## config.mk

```make
export PLATFORM = sky130hd
export DESIGN_NAME = digit_serial_adder
export DESIGN_NICKNAME = d
export VERILOG_FILES = /design/src/rtl/digit_serial_adder_pkg.sv /design/src/rtl/digit_adder.sv /design/src/rtl/digit_serial_adder.sv
export SDC_FILE = /design/constraint.sdc
export NUM_CORES = 1
export LEC_CHECK = 0
export BUFFER_PORTS_ARGS = -buffer_cell sky130_fd_sc_hd__buf_2
export CORE_MARGIN = 2
export CORE_UTILIZATION = 45
export CTS_CLUSTER_SIZE = 30
export DETAILED_ROUTE_END_ITERATION = 7
export PLACE_DENSITY = 0.79
export SETUP_SLACK_MARGIN = 0.3
export SYNTH_ARGS = -nofsm -noshare
export SYNTH_HDL_FRONTEND = slang
export SYNTH_SLANG_ARGS = --single-unit
```

## constraint.sdc

```tcl
create_clock -name clk -period 8.05 [get_ports clk]
set_input_delay 0.4025 -clock clk [delete_from_list [all_inputs] [get_ports clk]]
set_output_delay 0.4025 -clock clk [all_outputs]
set_load 0.01 [all_outputs]
```

## src/rtl/digit_serial_adder_pkg.sv

```systemverilog
// Shared types and size derivations for the digit-serial adder.
// NUM_DIGITS/DIGIT_IDX_W are the default-configuration constants; the functions serve other sizes.
package digit_serial_adder_pkg;

   typedef enum logic [1:0] {
      IDLE = 2'd0,
      RUN  = 2'd1,
      DONE = 2'd2
   } state_t;

   function automatic int unsigned calc_num_digits(input int unsigned width,
                                                   input int unsigned digit);
      return width / digit;
   endfunction

   // Index width never drops below one bit, even for a single-digit operand.
   function automatic int unsigned calc_idx_w(input int unsigned num_digits);
      return (num_digits > 1) ? $clog2(num_digits) : 1;
   endfunction

   localparam int unsigned DEF_WIDTH   = 16;
   localparam int unsigned DEF_DIGIT   = 4;
   localparam int unsigned NUM_DIGITS  = calc_num_digits(DEF_WIDTH, DEF_DIGIT);
   localparam int unsigned DIGIT_IDX_W = calc_idx_w(NUM_DIGITS);

endpackage

```

## src/rtl/digit_adder.sv

```systemverilog
// Combinational DIGIT-bit ripple-carry adder built from 1-bit full adders.
// Also exposes the carry into the MSB so the caller can derive signed overflow.
module digit_adder #(
   parameter int unsigned DIGIT = 4
) (
   input  logic [DIGIT-1:0] a,
   input  logic [DIGIT-1:0] b,
   input  logic             cin,
   output logic [DIGIT-1:0] sum,
   output logic             cout,
   output logic             cmsb
);

   always_comb begin : ripple
      logic c;
      c    = cin;
      sum  = '0;
      cmsb = cin;
      for (int i = 0; i < int'(DIGIT); i++) begin
         if (i == int'(DIGIT) - 1) begin
            cmsb = c;
         end
         sum[i] = a[i] ^ b[i] ^ c;
         c      = (a[i] & b[i]) | (c & (a[i] ^ b[i]));
      end
      cout = c;
   end

endmodule

```

## src/rtl/digit_serial_adder.sv

```systemverilog
// Digit-serial add/subtract: one DIGIT-bit slice per cycle, LSB slice first,
// with valid/ready handshakes on both sides and zero-bubble back-to-back operation.
module digit_serial_adder
   import digit_serial_adder_pkg::*;
#(
   parameter int unsigned WIDTH = 16,
   parameter int unsigned DIGIT = 4
) (
   input  logic             clk,
   input  logic             rst,
   input  logic             in_valid,
   output logic             in_ready,
   input  logic [WIDTH-1:0] a,
   input  logic [WIDTH-1:0] b,
   input  logic             cin,
   input  logic             sub,
   output logic             out_valid,
   input  logic             out_ready,
   output logic [WIDTH-1:0] sum,
   output logic             cout,
   output logic             ovf
);

   localparam int unsigned NDIG     = calc_num_digits(WIDTH, DIGIT);
   localparam int unsigned IDXW     = calc_idx_w(NDIG);
   localparam logic [IDXW-1:0] LAST = IDXW'(NDIG - 1);

   state_t           state;
   logic [IDXW-1:0]  idx;
   logic             carry;
   logic [WIDTH-1:0] a_q;
   logic [WIDTH-1:0] b_q;

   logic [DIGIT-1:0] a_dig;
   logic [DIGIT-1:0] b_dig;
   logic [DIGIT-1:0] s_dig;
   logic             c_out;
   logic             c_msb;
   logic             accept;

   assign in_ready = (state == IDLE) || ((state == DONE) && out_ready);
   assign accept   = in_valid && in_ready;

   always_comb begin
      a_dig = '0;
      b_dig = '0;
      for (int i = 0; i < int'(NDIG); i++) begin
         if (idx == IDXW'(i)) begin
            a_dig = a_q[i*DIGIT +: DIGIT];
            b_dig = b_q[i*DIGIT +: DIGIT];
         end
      end
   end

   digit_adder #(
      .DIGIT(DIGIT)
   ) u_digit_adder (
      .a    (a_dig),
      .b    (b_dig),
      .cin  (carry),
      .sum  (s_dig),
      .cout (c_out),
      .cmsb (c_msb)
   );

   always_ff @(posedge clk) begin
      if (rst) begin
         state     <= IDLE;
         idx       <= '0;
         carry     <= 1'b0;
         a_q       <= '0;
         b_q       <= '0;
         sum       <= '0;
         cout      <= 1'b0;
         ovf       <= 1'b0;
         out_valid <= 1'b0;
      end else begin
         unique case (state)
            IDLE: ;
            RUN: begin
               for (int i = 0; i < int'(NDIG); i++) begin
                  if (idx == IDXW'(i)) begin
                     sum[i*DIGIT +: DIGIT] <= s_dig;
                  end
               end
               carry <= c_out;
               if (idx == LAST) begin
                  idx       <= '0;
                  state     <= DONE;
                  out_valid <= 1'b1;
                  cout      <= c_out;
                  ovf       <= c_msb ^ c_out;
               end else begin
                  idx <= idx + 1'b1;
               end
            end
            DONE: begin
               if (out_ready) begin
                  out_valid <= 1'b0;
                  state     <= IDLE;
               end
            end
            default: state <= IDLE;
         endcase
         // Accept overrides the DONE->IDLE move above, giving back-to-back RUN.
         if (accept) begin
            a_q   <= a;
            b_q   <= sub ? ~b : b;
            carry <= sub ? 1'b1 : cin;
            idx   <= '0;
            state <= RUN;
         end
      end
   end

endmodule

```

# Word-level counts from Yosys, hierarchy flattened
# Index checks and enable logic that the tools add are counted.
# totals
output_inout_bits	20
wordCells	82
memories	0
mem_bits_rw	0
latchBits	0
romBits	0
reg_bits	56
# classes
bitwise	23
multipliers	0
div	0
shifts	0
n_addsub	1
n_lt_le_gt_ge	0
muxes	20
n_reduce_logical	15
eq_ne	10
# op_table
operator	n
2-to-1 mux 4 bit	8
2-to-1 mux 16 bit	1
NOT 16 bit	1
AND reduction 3 bit	3
XOR 1 bit	9
bitwise AND 1 bit	8
AND reduction 2 bit	4
equality test 2 bit, second input constant	3
2-to-1 mux 1 bit	6
2-to-1 mux 2 bit	3
!= test 2 bit, second input constant	3
!= test 3 bit, second input constant	2
case mux 2 bit (3 select lines)	1
equality test 2 x 1 -> 1 bit, second input constant	2
zero test 2 bit	2
bitwise OR 1 bit	4
nonzero test 2 bit	2
adder 2 x 1 -> 2 bit, second input constant	1
logical AND 1 bit	2
case mux 1 bit (2 select lines)	1
OR reduction 2 bit	1
logical OR 1 bit	1
NOT 1 bit	1

# Longest topological paths before layout
# Gate-level depths: netlist of run 1.
# logic_depth
depth_word	16
ltp_mapped	14

# Cells and area by module
# From an unflattened synthesis of run 1, not the netlist that was laid out.
# hier_totals
cells_unflattened	298
hier_area_um2	2772.7
# modules_own_cells
module	n_inst	cells_per_inst	area_per_inst_um2	seq_area_each_um2
digit_serial_adder	1	286	2662.6	1121.1
digit_adder	1	12	110.1	0.0

# Least setup slack after synthesis of run 1
# No wires, ideal clock.
# synth_timing
path_kind	register -> register
from	reg idx[0]
to	reg ovf
slack_ns	4.753
required_time_ns	7.916
stages_incl_launch_ff	15
synth_period_minus_slack_ns	3.297
arrival_ns	3.162
path_cell_list	dfxtp_1 > inv_1 > ha_1 > nor2b_1 > buf_2 > a221o_1 > a22oi_1 > fa_1 > inv_1 > fa_1 > fa_1 > fa_1 > xor2_1 > nor2_1 > nor3_1
# synth_via
elab_chain_cells	15
elab_cells_between_ends	30
cone_classes	3 x eq/ne; 8 x mux; 17 x bitwise; 2 x reduce/logical
# synth_lines
item	line	text
start, declared	digit_serial_adder.sv:29	logic [IDXW-1:0] idx;
start signal, assigned	digit_serial_adder.sv:94	idx <= idx + 1'b1;
zero test 2 bit	digit_serial_adder.sv:48	if (idx == IDXW'(i)) begin
2-to-1 mux 4 bit (4 in series)	digit_serial_adder.sv:48	
XOR 1 bit	digit_adder.sv:24	c = (a[i] & b[i]) | (c & (a[i] ^ b[i]));
bitwise AND 1 bit	digit_adder.sv:24	
bitwise OR 1 bit	digit_adder.sv:24	
bitwise AND 1 bit	digit_adder.sv:24	
bitwise OR 1 bit	digit_adder.sv:24	
bitwise AND 1 bit	digit_adder.sv:24	
bitwise OR 1 bit	digit_adder.sv:24	
bitwise AND 1 bit	digit_adder.sv:24	
bitwise OR 1 bit (*)	digit_adder.sv:24	
via c_out	digit_serial_adder.sv:37	logic c_out;
XOR 1 bit (*)	digit_serial_adder.sv:92	ovf <= c_msb ^ c_out;
end signal, assigned	digit_serial_adder.sv:92	
end, declared	digit_serial_adder.sv:21	output logic ovf
# The timed path passes the listed nets; every way through them passes the cells marked *.
# A chain may end at the register's enable or synchronous reset.

# Worst setup path in the final report of run 1
# layout_timing
from	reg idx[1]
to	reg sum[15]
# layout_via
elab_chain_cells	13
elab_cells_between_ends	27
cone_classes	3 x eq/ne; 8 x mux; 14 x bitwise; 2 x reduce/logical
# layout_lines
item	line	text
zero test 2 bit	digit_serial_adder.sv:48	
2-to-1 mux 4 bit (4 in series)	digit_serial_adder.sv:48	
XOR 1 bit	digit_adder.sv:24	
bitwise AND 1 bit	digit_adder.sv:24	
bitwise OR 1 bit	digit_adder.sv:24	
bitwise AND 1 bit	digit_adder.sv:24	
bitwise OR 1 bit	digit_adder.sv:24	
bitwise AND 1 bit	digit_adder.sv:24	
bitwise OR 1 bit	digit_adder.sv:24	
XOR 1 bit (*)	digit_adder.sv:23	sum[i] = a[i] ^ b[i] ^ c;
via s_dig[3]	digit_serial_adder.sv:36	logic [DIGIT-1:0] s_dig;
end signal, assigned by index	digit_serial_adder.sv:83	sum[i*DIGIT +: DIGIT] <= s_dig;
end, declared	digit_serial_adder.sv:19	output logic [WIDTH-1:0] sum,
# Marked as above.

==> reports/metrics.csv, run 1 <==
metric;value;unit
status;completed;
number of flops mapped to enable cells by yosys;0;
final core occ;51.5;%
Worst R2R Path Depth;12;
syn_nets;357;
CTS tree;built;
row count;28;
number of global-route vias before repair;2108;
CP Capture Type;flip-flop;
Achievable Freq;0.269;GHz
Clk pwr share;28.1;%
sw power;154;uW
die area;6780;sq um
Worst Min Path Start;a[7];
unrepaired setup endpoints after global routing;false;
sw frac;27.6;%
Worst setup SP type;flip-flop;
Skew-Pair Late Insertion Delay;0.31;ns
Hold Path Stages;3;
Post-CTS Setup Bufs;0;
Resize count post-CTS;0;
Async S/R FF share, synth;0;%
Clock Skews;0.00468;ns
Relative slew margins;22.0;%
largest net degree at the start of global routing;57;
Yosys warning total;0;
combinational power share;17.5;%
VDD IR-drop max;0.0846;mV
Synth Area in Simple Gates;15.5;%
Iter 0 DRT Violations;103;
# clock sinks;56;
final max-slew violation count;0;
worst-margin pin slew;1.16;ns
crit path time final;3.71;ns
Min-Delay Path Class;primary input to flip-flop;
sequential share of power;54.4;%
All-Layer GR Usage;18.5;%
hold buffer count at cts;0;
crit-path max FO;15;
Fin Setup TNS;0;ns
leak pwr;0.00115;uW
post-synthesis xor/xnor area fraction;5.39;%
port bufs;57;
GPL Wtd Cong;0.840;
Reg-to-Reg Start;idx[1];
max cap viols;0;
core region area;5920;sq um
first-pass GRT wire length;9620;um
Buffers & Inverters on Critical Path;2;
nets;390;
layout cells sized above 1;22.6;%
Distinct cells, synth;33;
Critical Path Max Stage Delay;0.59;ns
worst path cell trace;inv_1, ha_1, nor2b_1, a221o_1, a22oi_1, fa_1, inv_1, fa_1, fa_1, fa_1, nand3_1, a21oi_1;
Die Span Y;82.3;um
TritonCTS buffer count;5;
I/O Pins;58;
Crit path top cell by count;fa_1;
clock slew seen by the registers of the worst setup and hold paths;0.09;ns
Crit Path Class;flip-flop to flip-flop;
largest family of logic cells by synthesized area;compound AO/OA/AOI/OAI gates;
WP data required;8.28;ns
critical path arrival;3.94;ns
via count;2320;
ys flop type;dfxtp_1;
final cycle utilization of the critical path;46.1;%
CP max-delay cell;fa_1;
Seq cells post-synth;56;
Area after DPL;2960;sq um
internal power;403;uW
DRT Pass-1 Iters;4;
GRT overflow;0;
Worst Hold End;a_q[7];
clock tree root buffer cell;clkbuf_8;
Synth top area share;40.6;%
cells after synthesis;311;
antenna cells;0;
Post-Syn Area;2760;sq um
vias per std cell;5.52;
Avg Cell Area, Syn;8.88;sq um
Post-DP HPWL;4120;um
final instance area;3050;sq um
DRC viols;0;
Final ANT Viol Nets;0;
DR WL/cell;14.1;um
post-synthesis adder-cell area fraction;4.71;%
final WL;5930;um
post-synth top area cell;dfxtp_1;
mux cell area share after synthesis;0.363;%
Tot Pwr;557;uW
H-tree depth;2;
PwrDens;183;nW/um^2
effective utilization at floorplan;46.6;%
Die Wd;82.3;um
Synth area leaders;dfxtp_1 (41%), a21oi_1 (9.6%), nand3_1 (5.3%);
post-synthesis sequential area ratio;40.6;%
Reg-to-Reg End;sum[15];
antenna violations before repair;0;
Synth Area in Compound Gates;25.6;%
Layout area overhead;10.5;%
cell family with most CP delay;adder cells;
endpoints failing setup;0;
Final Hold Fails;0;
Max Root-Sink Buffers;2;
setup slack, reg-to-reg;4.34;ns
[cell usage after synthesis (5+ instances only)]
library cell / count
buf_4: 8
clkbuf_1: 11
buf_2: 9
nand2_1: 25
a211oi_1: 8
xnor2_1: 15
nand3_1: 29
inv_1: 6
o21ai_0: 17
a221oi_1: 6
o31ai_1: 6
dfxtp_1: 56
a311oi_1: 5
a211oi_2: 9
a21oi_1: 53
nor2b_1: 9
[metrics by stage]
| stage | hold WS [ns] | setup slack (ns) | std cells |
|---|---|---|---|
| 5_1_grt | 0.341 | 3.98 | 420 |
| 3_3_place_gp | 0.441 | 4.51 | 412 |
| 2_1_floorplan | 0.440 | 4.75 | 311 |
| 4_1_cts | 0.331 | 4.36 | 420 |
| 6_report | 0.337 | 4.34 | 420 |
| 3_5_place_dp | 0.447 | 4.37 | 412 |
[flip-flops by register name (all words and copies together) (netlist names)]
register,count
a_q,16
b_q,16
sum,16
idx,2
state,2
carry,1
cout,1
out_valid,1
ovf,1
[worst register-to-register path: stages (launching register included)]
cell     delay [ns]
dfxtp_1        0.35
inv_1          0.09
ha_1           0.49
nor2b_1        0.25
a221o_1        0.35
a22oi_1        0.19
fa_1           0.21
inv_1          0.05
fa_1           0.39
fa_1           0.43
fa_1           0.59
nand3_1        0.09
a21oi_1        0.16
[power groups by stage]
stage | Combinational, uW | Clock, uW | Sequential [uW]
global route | 109 | 171 | 305
global placement | 94.6 | 0 | 309
floorplan | 76.4 | 0 | 306
finish | 97.2 | 157 | 303
CTS | 97.8 | 161 | 303
detailed placement | 97.2 | 0 | 309
[kinds of logic after synthesis]
kind of cell             Yosys count
adder cells (fa/ha/maj)            8
AO/OA/AOI/OAI                    109
buffers and inverters             38
flip-flops                        56
AND/OR/NAND/NOR                   82
multiplexers                       1
XOR/XNOR                          17
[cell usage in the layout, fill, tap and decap left out, types with 6 or more instances in the layout]
master and n:
nor2b_1 8, nand3_1 29, dfxtp_1 56, inv_1 6
a211oi_1 8, o21ai_0 17, nand2_1 25, xnor2_1 15
o31ai_1 6, buf_2 57, a221oi_1 6, a21oi_1 53
a211oi_2 9, clkbuf_8 6
[cell type report]
cell class / count / area [sq um]
clock buffer: 6 / 82.6
tap: 75 / 93.8
sequential: 56 / 1120
multi-input combinational: 217 / 1430
inverter: 6 / 22.5
clock inverter: 2 / 10.0
fill: 599 / 2870
timing repair buffer: 58 / 293
[worst max path at each step]
| stage | slack [ns] | cells past startpoint | end | start |
|---|---|---|---|---|
| 2_1_floorplan | 4.75 | 14 | ovf | idx[0] |
| 3_3_place_gp | 4.51 | 12 | ovf | idx[0] |
| 3_5_place_dp | 4.37 | 13 | ovf | idx[1] |
| 4_1_cts | 4.36 | 12 | ovf | idx[0] |
| 5_1_grt | 3.98 | 12 | sum[7] | idx[1] |
| 6_report | 4.34 | 12 | sum[15] | idx[1] |
[per-layer routing]
layer	vias to the layer above	track usage, %	share of wire, %	wire, um
met3	16	3.59	5.5	326
met2	62	30.2	47	2760
met5	-	0	0	0
li1	1168	-	-	-
met1	1074	23.8	46	2700
met4	0	7.67	2.4	143
No activity file was read; power rests on OpenSTA's default activity.
==> run 2, diff against run 1 <==
==> constraint.sdc (replaced) <==
create_clock -name clk -period 3.45 [get_ports clk]
set_input_delay 0.1725 -clock clk [delete_from_list [all_inputs] [get_ports clk]]
set_output_delay 0.1725 -clock clk [all_outputs]
set_load 0.01 [all_outputs]
==> run 2 against run 1 <==
Sequential share of layout area shrank 2.2 points. Combinational power grew to 2.6 times the previous value. Total power grew 140%. Flip-flop and latch count is the same. Critical path type unchanged.
==> reports/metrics.csv, run 2 (synthesis gave the netlist of run 1 again) <==
metric;value;unit
nets;405;
Reg-to-Reg Start;idx[0];
Max Root-Sink Buffers;2;
GPL Wtd Cong;0.830;
final cycle utilization of the critical path;88.6;%
Skew-Pair Late Insertion Delay;0.31;ns
CTS tree;built;
I/O Pins;58;
worst-margin pin slew;1.16;ns
DRC viols;0;
post-route worst setup slack;0.392;ns
antenna violations before repair;0;
Post-DP HPWL;4420;um
DP Cell Count;418;
clock tree root buffer cell;clkbuf_8;
via count;2423;
DR WL/cell;14.9;um
Final Non-Filler Cells;435;
number of global-route vias before repair;2215;
final WL;6470;um
DRT Pass-1 Iters;4;
final max-slew violation count;0;
layout cells sized above 1;30.6;%
first-pass GRT wire length;10100;um
crit path time final;3.06;ns
clock slew seen by the registers of the worst setup and hold paths;0.09;ns
VDD IR-drop max;0.174;mV
endpoints failing setup;0;
crit path from;idx[0];
leak pwr;0.00123;uW
Worst Min Path Start;a[15];
most common cell after layout, fill and taps aside;buf_2;
Worst setup SP type;flip-flop;
Achievable Freq;0.327;GHz
row count;28;
Relative slew margins;22.4;%
GRT overflow;0;
max cap viols;0;
status;completed;
effective utilization at floorplan;46.6;%
port bufs;57;
crit-path max FO;5;
core region area;5920;sq um
PwrDens;409;nW/um^2
Crit Path Class;flip-flop to flip-flop;
Final Hold Fails;0;
CP Capture Type;flip-flop;
Fin Setup TNS;0;ns
largest net degree at the start of global routing;57;
Final ANT Viol Nets;0;
Iter 0 DRT Violations;129;
Die Span Y;82.3;um
dpl ws;0.116;ns
die area;6780;sq um
Min-Delay Path Class;primary input to flip-flop;
most frequent cells in the layout;buf_2 (57), dfxtp_1 (54), a21oi_1 (51);
TritonCTS buffer count;5;
H-tree depth;2;
All-Layer GR Usage;19.4;%
unrepaired setup endpoints after global routing;true;
# clock sinks;56;
antenna cells;0;
hold buffer count at cts;0;
Clock Skews;0.00737;ns
vias per std cell;5.57;
WP data required;3.68;ns
final core occ;55.1;%
Largest regs;a_q (16), b_q (16), sum (16);
Die Wd;82.3;um
Layout area overhead;18.2;%
critical path arrival;3.29;ns
-- run 2: changes by cell type in the layout (fill, tap and decap cells not counted), sizes merged --
cell / change
buf: +15
clkinv: -2
clkbuf: +2
-- run 2: power by group --
group          leakage [uW]  switching, uW  internal [uW]  total (uW)
Combinational      0.000726            140            116         256
Sequential         0.000460           25.1            683         708
Clock             0.0000455            205            164         370
-- run 2: routing by layer --
metal  vias to the layer above  GRT usage, %  routed length, um
li1                       1202             -                  -
met5                         -             0                  0
met2                        57          33.8               3170
met1                      1155          24.1               2910
met3                         9          4.02                278
met4                         0          5.67                109
-- run 2: critical path, stage by stage, from the launching register on --
cell and delay, ns:
dfxtp_4 0.40, inv_4 0.05, ha_4 0.15, nor2b_4 0.13, a221o_1 0.33, a22oi_2 0.16, fa_2 0.23, inv_2 0.04
fa_2 0.34, fa_2 0.36, fa_2 0.58, nand3_2 0.07, a21oi_2 0.13
-- run 2: stage by stage --
stage | area [sq um] | hold WS (ns) | total power, uW
finish | 3260 | 0.105 | 1330
detailed placement | 3020 | 0.435 | 956
global route | 3260 | 0.101 | 1400
global placement | 3020 | 0.430 | 951
CTS | 3240 | 0.101 | 1340
floorplan | 2770 | 0.320 | 895
-- run 2: path summary, 6_finish.rpt --
path / cells after the start / slack [ns] / end
setup / recovery: 12 / 0.39 / sum[15]
hold reg to reg: 2 / 0.45 / sum[10]
hold / removal: 3 / 0.11 / a_q[15]
setup reg to reg: 12 / 0.39 / sum[15]
-- run 2: cell type report --
type                       count  area, sq um
timing repair buffer          73          409
clock buffer                   8         90.1
inverter                       6         25.0
multi-input combinational    217         1520
fill                         542         2660
tap                           75         93.8
sequential                    56         1130
-- run 2: repair_timing --
item / CTS / global route
cloned: 0 / 0
buffers inserted: 8 / 1
endpoints found under the setup margin: 7 / 7
pin swaps: 8 / 9
resized for setup: 21 / 2
